===== src/rtl/instr_fetch_unit_pkg.sv =====
// Shared definitions for the fetch unit and the main decoder:
// FSM encoding, opcode constants and datapath widths.
package instr_fetch_unit_pkg;

    localparam int INSTR_W = 32;
    localparam int OP_W    = 6;

    typedef enum logic [1:0] {
        FETCH = 2'd0,
        WAIT  = 2'd1,
        EXEC  = 2'd2,
        HALT  = 2'd3
    } state_t;

    localparam logic [OP_W-1:0] OP_RTYPE = 6'b000000;
    localparam logic [OP_W-1:0] OP_J     = 6'b000010;
    localparam logic [OP_W-1:0] OP_BEQ   = 6'b000100;
    localparam logic [OP_W-1:0] OP_LW    = 6'b100011;
    localparam logic [OP_W-1:0] OP_SW    = 6'b101011;

    // beq word offset, sign-extended and scaled to bytes
    function automatic logic [31:0] branch_offset(input logic [15:0] imm);
        return {{14{imm[15]}}, imm, 2'b00};
    endfunction

endpackage


===== src/rtl/instr_fetch_unit_if.sv =====
// Instruction memory read port: request/address out, data/ready back.
interface instr_fetch_unit_if;

    logic        imem_req;
    logic [31:0] imem_addr;
    logic [31:0] imem_rdata;
    logic        imem_ready;

    modport master (
        output imem_req,
        output imem_addr,
        input  imem_rdata,
        input  imem_ready
    );

    modport slave (
        input  imem_req,
        input  imem_addr,
        output imem_rdata,
        output imem_ready
    );

endinterface


===== src/rtl/instr_fetch_unit_next_pc_sel.sv =====
// Combinational next-PC select: jump, taken beq, or fall-through.
module next_pc_sel
    import instr_fetch_unit_pkg::*;
(
    input  logic [31:0]        pc_plus4,
    input  logic [INSTR_W-1:0] instr,
    input  logic               branch,
    input  logic               jump,
    input  logic               alu_zero,
    output logic [31:0]        next_pc
);

    logic unused_opcode;
    assign unused_opcode = ^instr[31:26];

    always_comb begin
        next_pc = pc_plus4;
        if (jump) begin
            next_pc = {pc_plus4[31:28], instr[25:0], 2'b00};
        end else if (branch && alu_zero) begin
            next_pc = pc_plus4 + branch_offset(instr[15:0]);
        end
    end

endmodule


===== src/rtl/instr_fetch_unit.sv =====
// Fetch unit: PC, instruction register and fetch/execute sequencing
// for the non-pipelined MIPS core.
module instr_fetch_unit
    import instr_fetch_unit_pkg::*;
#(
    parameter logic [31:0] RESET_PC = 32'h0000_0000,
    parameter int          MAX_WAIT = 15
) (
    input  logic                clk,
    input  logic                reset,
    instr_fetch_unit_if.master  imem,
    output logic [INSTR_W-1:0]  instr,
    output logic [OP_W-1:0]     opcode,
    output logic                instr_valid,
    input  logic                exec_done,
    input  logic                branch,
    input  logic                jump,
    input  logic                alu_zero,
    output logic [31:0]         pc,
    output logic [31:0]         pc_plus4,
    output logic                fetch_fault
);

    localparam int CW = $clog2(MAX_WAIT + 1);
    localparam logic [CW-1:0] WAIT_LIM = CW'(MAX_WAIT);
    localparam logic [31:0]   PC_INIT  = {RESET_PC[31:2], 2'b00};

    state_t               state, state_n;
    logic [31:0]          pc_n, next_pc;
    logic [INSTR_W-1:0]   instr_n;
    logic                 valid_n, req_q, req_n, fault_n;
    logic [CW-1:0]        cnt, cnt_n, cnt_inc;

    assign pc_plus4       = pc + 32'd4;
    assign opcode         = instr[31:26];
    assign imem.imem_addr = pc;
    assign imem.imem_req  = req_q;
    assign cnt_inc        = cnt + CW'(1);

    next_pc_sel u_next_pc_sel (
        .pc_plus4 (pc_plus4),
        .instr    (instr),
        .branch   (branch),
        .jump     (jump),
        .alu_zero (alu_zero),
        .next_pc  (next_pc)
    );

    always_ff @(posedge clk or posedge reset) begin
        if (reset) begin
            state       <= FETCH;
            pc          <= PC_INIT;
            instr       <= '0;
            instr_valid <= 1'b0;
            req_q       <= 1'b0;
            fetch_fault <= 1'b0;
            cnt         <= '0;
        end else begin
            state       <= state_n;
            pc          <= pc_n;
            instr       <= instr_n;
            instr_valid <= valid_n;
            req_q       <= req_n;
            fetch_fault <= fault_n;
            cnt         <= cnt_n;
        end
    end

    always_comb begin
        state_n = state;
        pc_n    = pc;
        instr_n = instr;
        valid_n = instr_valid;
        req_n   = req_q;
        fault_n = fetch_fault;
        cnt_n   = cnt;
        unique case (state)
            FETCH: begin
                req_n   = 1'b1;
                cnt_n   = '0;
                state_n = WAIT;
            end
            WAIT: begin
                if (imem.imem_ready) begin
                    instr_n = imem.imem_rdata;
                    valid_n = 1'b1;
                    req_n   = 1'b0;
                    state_n = EXEC;
                end else if (cnt_inc == WAIT_LIM) begin
                    fault_n = 1'b1;
                    req_n   = 1'b0;
                    state_n = HALT;
                end else begin
                    cnt_n = cnt_inc;
                end
            end
            EXEC: begin
                // ready is ignored here; only exec_done advances
                if (exec_done) begin
                    valid_n = 1'b0;
                    pc_n    = {next_pc[31:2], 2'b00};
                    state_n = FETCH;
                end
            end
            HALT: begin
                fault_n = 1'b1;
            end
            default: begin
                state_n = HALT;
            end
        endcase
    end

endmodule


===== src/flat_wrapper.sv =====
// flat-port wrapper written by rule: the top's interface ports become plain ports
module instr_fetch_unit_flat import instr_fetch_unit_pkg::*;
#(
    parameter logic [31:0] RESET_PC = 32'h0000_0000,
    parameter int          MAX_WAIT = 15
)
  (clk, reset, instr, opcode, instr_valid, exec_done, branch, jump, alu_zero, pc, pc_plus4, fetch_fault, imem_imem_req, imem_imem_addr, imem_imem_rdata, imem_imem_ready);
  instr_fetch_unit_if imem_i ();
  input  logic clk;
  input  logic reset;
  output logic [INSTR_W-1:0] instr;
  output logic [OP_W-1:0] opcode;
  output logic instr_valid;
  input  logic exec_done;
  input  logic branch;
  input  logic jump;
  input  logic alu_zero;
  output logic [31:0] pc;
  output logic [31:0] pc_plus4;
  output logic fetch_fault;
  output wire logic [$bits(imem_i.imem_req)-1:0] imem_imem_req;
  output wire logic [$bits(imem_i.imem_addr)-1:0] imem_imem_addr;
  input wire logic [$bits(imem_i.imem_rdata)-1:0] imem_imem_rdata;
  input wire logic [$bits(imem_i.imem_ready)-1:0] imem_imem_ready;
  assign imem_imem_req = imem_i.imem_req;
  assign imem_imem_addr = imem_i.imem_addr;
  assign imem_i.imem_rdata = imem_imem_rdata;
  assign imem_i.imem_ready = imem_imem_ready;
  instr_fetch_unit #(.RESET_PC(RESET_PC), .MAX_WAIT(MAX_WAIT)) u_core (.clk(clk), .reset(reset), .imem(imem_i), .instr(instr), .opcode(opcode), .instr_valid(instr_valid), .exec_done(exec_done), .branch(branch), .jump(jump), .alu_zero(alu_zero), .pc(pc), .pc_plus4(pc_plus4), .fetch_fault(fetch_fault));
endmodule

===== config.mk =====
export PLATFORM = sky130hd
export DESIGN_NAME = instr_fetch_unit_flat
export DESIGN_NICKNAME = d
export VERILOG_FILES = /design/src/rtl/instr_fetch_unit_pkg.sv /design/src/rtl/instr_fetch_unit_if.sv /design/src/rtl/instr_fetch_unit_next_pc_sel.sv /design/src/rtl/instr_fetch_unit.sv /design/src/flat_wrapper.sv
export SDC_FILE = /design/constraint.sdc
export NUM_CORES = 1
export LEC_CHECK = 0
export BUFFER_PORTS_ARGS = -buffer_cell sky130_fd_sc_hd__buf_4
export CAP_MARGIN = 20
export CORE_MARGIN = 4
export CORE_UTILIZATION = 35
export DETAILED_ROUTE_END_ITERATION = 8
export GPL_TIMING_DRIVEN = 0
export PLACE_DENSITY_LB_ADDON = 0.12
export RECOVER_POWER = 25
export SLEW_MARGIN = 20
export SYNTH_ARGS = -nofsm -noshare
export SYNTH_HDL_FRONTEND = slang
export SYNTH_HIERARCHICAL = 1
export SYNTH_SLANG_ARGS = --single-unit

===== constraint.sdc =====
create_clock -name clk -period 4.14 [get_ports clk]
set_input_delay 0.828 -clock clk [delete_from_list [all_inputs] [get_ports clk]]
set_output_delay 0.828 -clock clk [all_outputs]
set_load 0.005 [all_outputs]

==> out/results.tsv, run 1 <==
metric	value	unit
worst relative slew slack	0.173	
diodes inserted	0	
core box area	16500	um2
MaxCap Viol Count	0	
PD cells	901	nW/um2
Crit path depth	14	
Final Max Tran Viols	0	
clk buf depth	2	
Synth Area per Inst	9.31	um2
Via density	5.18	
# nets final	899	
row count	47	
final hold vios	0	
CP delay by family, top	compound AO/OA/AOI/OAI gates	
maximum vdd drop	0.385	mV
clock transition at the register clock pins on the worst setup and hold paths after CTS	0.06	ns
Vias	5454	
num ports	176	
Critical Path AT	4.15	ns
Slowest-stage cell, CP	dfrtp_1	
# clock sinks	71	
Placer Congestion	0.892	
htree depth	3	
Min-Delay Path Class	reg2reg	
worst slew pin tran	1.23	ns
flop2flop setup slack	0.23	ns
Die H	138	um
CTS tree	yes	
first-pass iteration count of the detailed router	5	
synth-to-layout area growth	35.8	%
count of input and output buffers	168	
reg2reg path depth	14	
GR Overflow Total	0	
Leak Pwr	3.95	nW
initial antenna violation count	0	
FMAX	255	MHz
nature of the critical path startpoint	register	
DRC	0	
Fin Hold WS	0.489	ns
Place WS	-0.396	ns
synth warn	6	
post-detailed-route count of antenna-violating nets	0	
final setup violation count	0	
DP HPWL	14800	um
crit path time final	3.91	ns
clk_skew	0.00597	ns
placed inst area	7470	um2
CTS Root Cell	clkbuf_16	
Critical Path RT	4.37	ns
RSZ-0062 raised after global routing	no	
CTS buffer count	9	
worst setup path class	reg2reg	
utilization after layout	0.484	
largest net degree at the start of global routing	50	
first-pass GRT wire length	29600	um
reg2reg start	u_core/imem.imem_addr[7]	
crit-path cells	nand3_4 -> nor4_4 -> buf_4 -> nand4_1 -> xnor2_2 -> ha_1 -> and3_2 -> a221o_1 -> a21oi_2 -> o41ai_4 -> a41oi_2 -> xor2_1 -> o221ai_2 -> mux2_2	
hold_buf cts	0	
die extent in x	138	um
gr usage total	0.201	
CP peak stage delay	0.53	ns
vias in the first global route	5440	
Worst setup endpoint	u_core/imem.imem_addr[25]	
layout cells sized above 1	0.438	
reg2reg end	u_core/imem.imem_addr[25]	
worst-skew pair later-pin latency	0.34	ns
die area	19000	um2
status	finished, final reports clean	
CP endpoint kind	register	
Crit path buffers/inverters	1	
fin crit share	0.946	
Syn Inst Count	632	
drt first-iter violations	267	
Final WS setup	0.226	ns
synthesized area	5890	um2
Final Cell Area	7990	um2
final WL	19000	um
WL per Instance	18.1	um
Max FO, Critical Path	7	
Starting Density	0.356	
critical path startpoint	u_core/imem.imem_addr[7]	
==> where the power goes <==
part | switching [mW] | internal, mW
clock network | 0.331 | 0.532
registers | 0.496 | 1.03
logic | 2.31 | 2.50
total | 3.14 | 4.06
==> cell usage in the layout, fill, tap and decap left out, types with 17 or more instances in the layout <==
master and instances:
a21o_1 21, a21oi_1 39, buf_4 225, dfrtp_1 64, ha_1 30, mux2_2 65
nand2_1 63, nand3_1 17, nor2_1 31, o21ai_0 33, xnor2_1 31
==> area by class of cell <==
type,count,area (um2)
timing repair buffer,179,1360
tap,220,275
buffer,69,483
clock buffer,10,229
fill,1615,8530
inverter,15,57.6
sequential,71,1790
clock inverter,6,93.8
multi-input combinational,482,3700
==> flip-flops by register name, indices dropped and copies added, names as in the netlist <==
signal,cells
u_core/instr_valid,1
u_core/instr,32
u_core/state,2
u_core/cnt,4
u_core/imem.imem_addr,30
u_core/fetch_fault,1
u_core/imem.imem_req,1
==> per-layer routing <==
metal	up-vias	global-route usage	wire length, um
li1	2628	-	-
met1	2664	0.277	8720
met2	146	0.326	9030
met3	16	0.0365	1010
met4	0	0.0538	253
met5	-	0	0
==> repair_timing <==
action	4_1_cts	5_1_grt
pin swaps	2	2
hold endpoints to repair	0	0
setup endpoints to repair	12	13
setup buffers	4	6
gates resized for setup	3	22
==> per-stage QoR <==
stage | TNS [ns] | power (mW) | std cells
6_report | 0 | 7.20 | 1052
5_1_grt | 0 | 7.80 | 1052
4_1_cts | 0 | 7.10 | 1046
3_5_place_dp | -2.21 | 6.19 | 1026
3_3_place_gp | -1.85 | 6.14 | 1025
2_1_floorplan | 0 | 4.44 | 637
==> how the worst min path moves through the flow <==
stage                            start                 end  slack (ns)  cells past startpoint
floorplan           u_core/instr_valid  u_core/instr_valid        0.47                      2
global placement    u_core/instr_valid  u_core/instr_valid        0.47                      2
detailed placement  u_core/instr_valid  u_core/instr_valid        0.47                      2
CTS                              reset    u_core/instr[23]        0.46                      2
global route        u_core/fetch_fault  u_core/fetch_fault        0.53                      1
finish              u_core/fetch_fault  u_core/fetch_fault        0.49                      1
Power figures use the tool's default switching activity.
==> run 2, diff against run 1 <==
--- a/config.mk
+++ b/config.mk
@@ -8,7 +8,8 @@
 export BUFFER_PORTS_ARGS = -buffer_cell sky130_fd_sc_hd__buf_4
 export CAP_MARGIN = 20
 export CORE_MARGIN = 4
-export CORE_UTILIZATION = 35
+export CORE_UTILIZATION = 45
+export CTS_BUF_LIST = sky130_fd_sc_hd__clkbuf_4
 export DETAILED_ROUTE_END_ITERATION = 8
 export GPL_TIMING_DRIVEN = 0
 export PLACE_DENSITY_LB_ADDON = 0.12
==> run 2 against run 1 <==
Setup slack gained 0.010 ns. Die area shrank 21%. Sequential share of layout area grew 0.78 points. Sequential power is essentially flat. Worst hold slack gained 0.016 ns. Critical path type unchanged. Largest cell class unchanged.
==> out/results.tsv, run 2 (synthesis gave the netlist of run 1 again) <==
metric	value	unit	change
Sw Share	0.449		was 0.436
Critical Path RT	4.50	ns	was 4.37 ns
worst slew pin tran	1.27	ns	was 1.23 ns
DRC	0		unchanged
gr usage total	0.243		was 0.201
first-pass GRT wire length	28700	um	was 29600 um
CTS Root Cell	clkbuf_4		was clkbuf_16
Critical Path AT	4.26	ns	was 4.15 ns
drt first-iter violations	250		was 267
clk buf depth	2		unchanged
GR Overflow Total	0		unchanged
count of input and output buffers	168		unchanged
Die H	122	um	was 138 um
die area	15000	um2	was 19000 um2
Min-Delay Path Class	reg2reg		unchanged
vias in the first global route	5446		was 5440
filler instances	1164		was 1615
synth-to-layout area growth	31.1	%	was 35.8%
Largest register FFs	32		unchanged
worst relative slew slack	0.151		was 0.173
register with the most flip-flops	u_core/instr		unchanged
Via density	5.47		was 5.18
CTS buffer count	9		unchanged
core box area	12700	um2	was 16500 um2
Starting Density	0.463		was 0.356
Leak Pwr	3.86	nW	was 3.95 nW
htree depth	3		unchanged
Clock Power Share	0.080		was 0.120
clk_skew	0.0232	ns	was 0.00597 ns
# clock sinks	71		unchanged
WL per Instance	18.0	um	was 18.1 um
initial antenna violation count	0		unchanged
internal power	3.74	mW	was 4.06 mW
Fin Hold WS	0.505	ns	was 0.489 ns
num ports	176		unchanged
Logic pwr share	0.700		was 0.669
diodes inserted	0		unchanged
most frequent cells in the layout	223 x buf_4, 65 x mux2_2, 65 x dfrtp_1		was 225 x buf_4, 65 x mux2_2, 64 x dfrtp_1
Max FO, Critical Path	7		unchanged
# nets final	897		was 899
PD cells	881	nW/um2	was 901 nW/um2
FMAX	256	MHz	was 255 MHz
worst setup path class	reg2reg		unchanged
MaxCap Viol Count	0		unchanged
Switching Power	3.05	mW	was 3.14 mW
reg2reg start	u_core/imem.imem_addr[8]		was u_core/imem.imem_addr[7]
final hold vios	0		unchanged
post-detailed-route count of antenna-violating nets	0		unchanged
fin crit share	0.943		was 0.946
Final Cell Area	7710	um2	was 7990 um2
die extent in x	122	um	was 138 um
placed inst area	7410	um2	was 7470 um2
DP HPWL	13800	um	was 14800 um
Vias	5477		was 5454
Final Max Tran Viols	0		unchanged
nature of the critical path startpoint	register		unchanged
final setup violation count	0		unchanged
CTS tree	yes		unchanged
crit path time final	3.90	ns	was 3.91 ns
clock transition at the register clock pins on the worst setup and hold paths after CTS	0.13	ns	was 0.06 ns
layout cells sized above 1	0.430		was 0.438
critical path startpoint	u_core/imem.imem_addr[8]		was u_core/imem.imem_addr[7]
worst-skew pair later-pin latency	0.47	ns	was 0.34 ns
status	finished, final reports clean		unchanged
largest net degree at the start of global routing	48		was 50
hold path startpoint	u_core/fetch_fault		unchanged
first-pass iteration count of the detailed router	5		unchanged
row count	41		was 47
CP endpoint kind	register		unchanged
final WL	18100	um	was 19000 um
maximum vdd drop	0.547	mV	was 0.385 mV
commonest non-fill, non-tap cell in the layout	buf_4		unchanged
Placer Congestion	0.886		was 0.892
Reg power frac	0.220		was 0.211
==> run 2: cell count changes in the layout (fill, tap and decap cells not counted), sizes merged <==
cell / change
buf: -2
==> run 2: stage by stage <==
stage          total power [mW]  worst slack (ns)  instances  setup TNS, ns   util
2_1_floorplan              4.44             0.521        637              0      -
3_3_place_gp               6.05            -0.225        977         -0.968  0.580
3_5_place_dp               6.13            -0.224        978          -1.01  0.583
4_1_cts                    6.73            0.0307        998              0  0.599
5_1_grt                    7.36           -0.0127       1002        -0.0127  0.606
6_report                   6.80             0.236       1002              0  0.606
==> run 2: layer usage <==
layer	GRT usage	part of all wire
met2	0.407	0.49
met3	0.0590	0.066
met5	0	0
met1	0.320	0.44
met4	0.0518	0.0099
==> run 2: layout make-up <==
class	count	area (um2)	area share
Buffer	69	483	0.0626
Inverter	15	57.6	0.00746
Timing Repair Buffer	177	1350	0.175
Clock buffer	10	75.1	0.00973
Sequential cell	71	1780	0.231
Clock inverter	6	93.8	0.0122
Tap cell	172	215	0.0279
Multi-Input combinational cell	482	3660	0.474
==> run 2: worst paths after layout <==
path                                              to  slack (ns)  cells past startpoint
setup / recovery           u_core/imem.imem_addr[19]        0.24                     14
min in group asynchronous           u_core/instr[18]        0.62                      2
hold / removal                    u_core/fetch_fault        0.50                      1
setup reg to reg           u_core/imem.imem_addr[19]        0.24                     14
hold reg to reg                   u_core/fetch_fault        0.50                      1
max in group asynchronous   u_core/imem.imem_addr[2]        2.73                      3
==> run 2: repair_timing <==
action                                  4_1_cts  5_1_grt
endpoints found under the setup margin        7        9
buffers inserted                              4        4
resized for setup                             2       15
gates cloned                                  0        0
hold buffers                                  0        0
pin swaps                                     2        1
==> run 2: critical path, cell delays in order, from the launching register on <==
cell and delay [ns]:
dfrtp_1 0.49, nand3_2 0.25, nor2_1 0.32, nand2_1 0.12
xnor2_1 0.28, ha_1 0.38, a21oi_1 0.28, o21ai_0 0.13
a31oi_1 0.30, nand2_1 0.18, a31oi_1 0.24, xor2_1 0.18
o21ai_0 0.09, mux2_2 0.30, mux2_2 0.26
==> run 2: power groups by stage <==
| stage | logic [mW] | registers, mW | clock network, mW |
|---|---|---|---|
| CTS | 4.67 | 1.49 | 0.565 |
| global route | 5.22 | 1.55 | 0.591 |
| finish | 4.76 | 1.50 | 0.543 |
| floorplan | 3.04 | 1.40 | 0 |
| global placement | 4.58 | 1.47 | 0 |
| detailed placement | 4.64 | 1.50 | 0 |
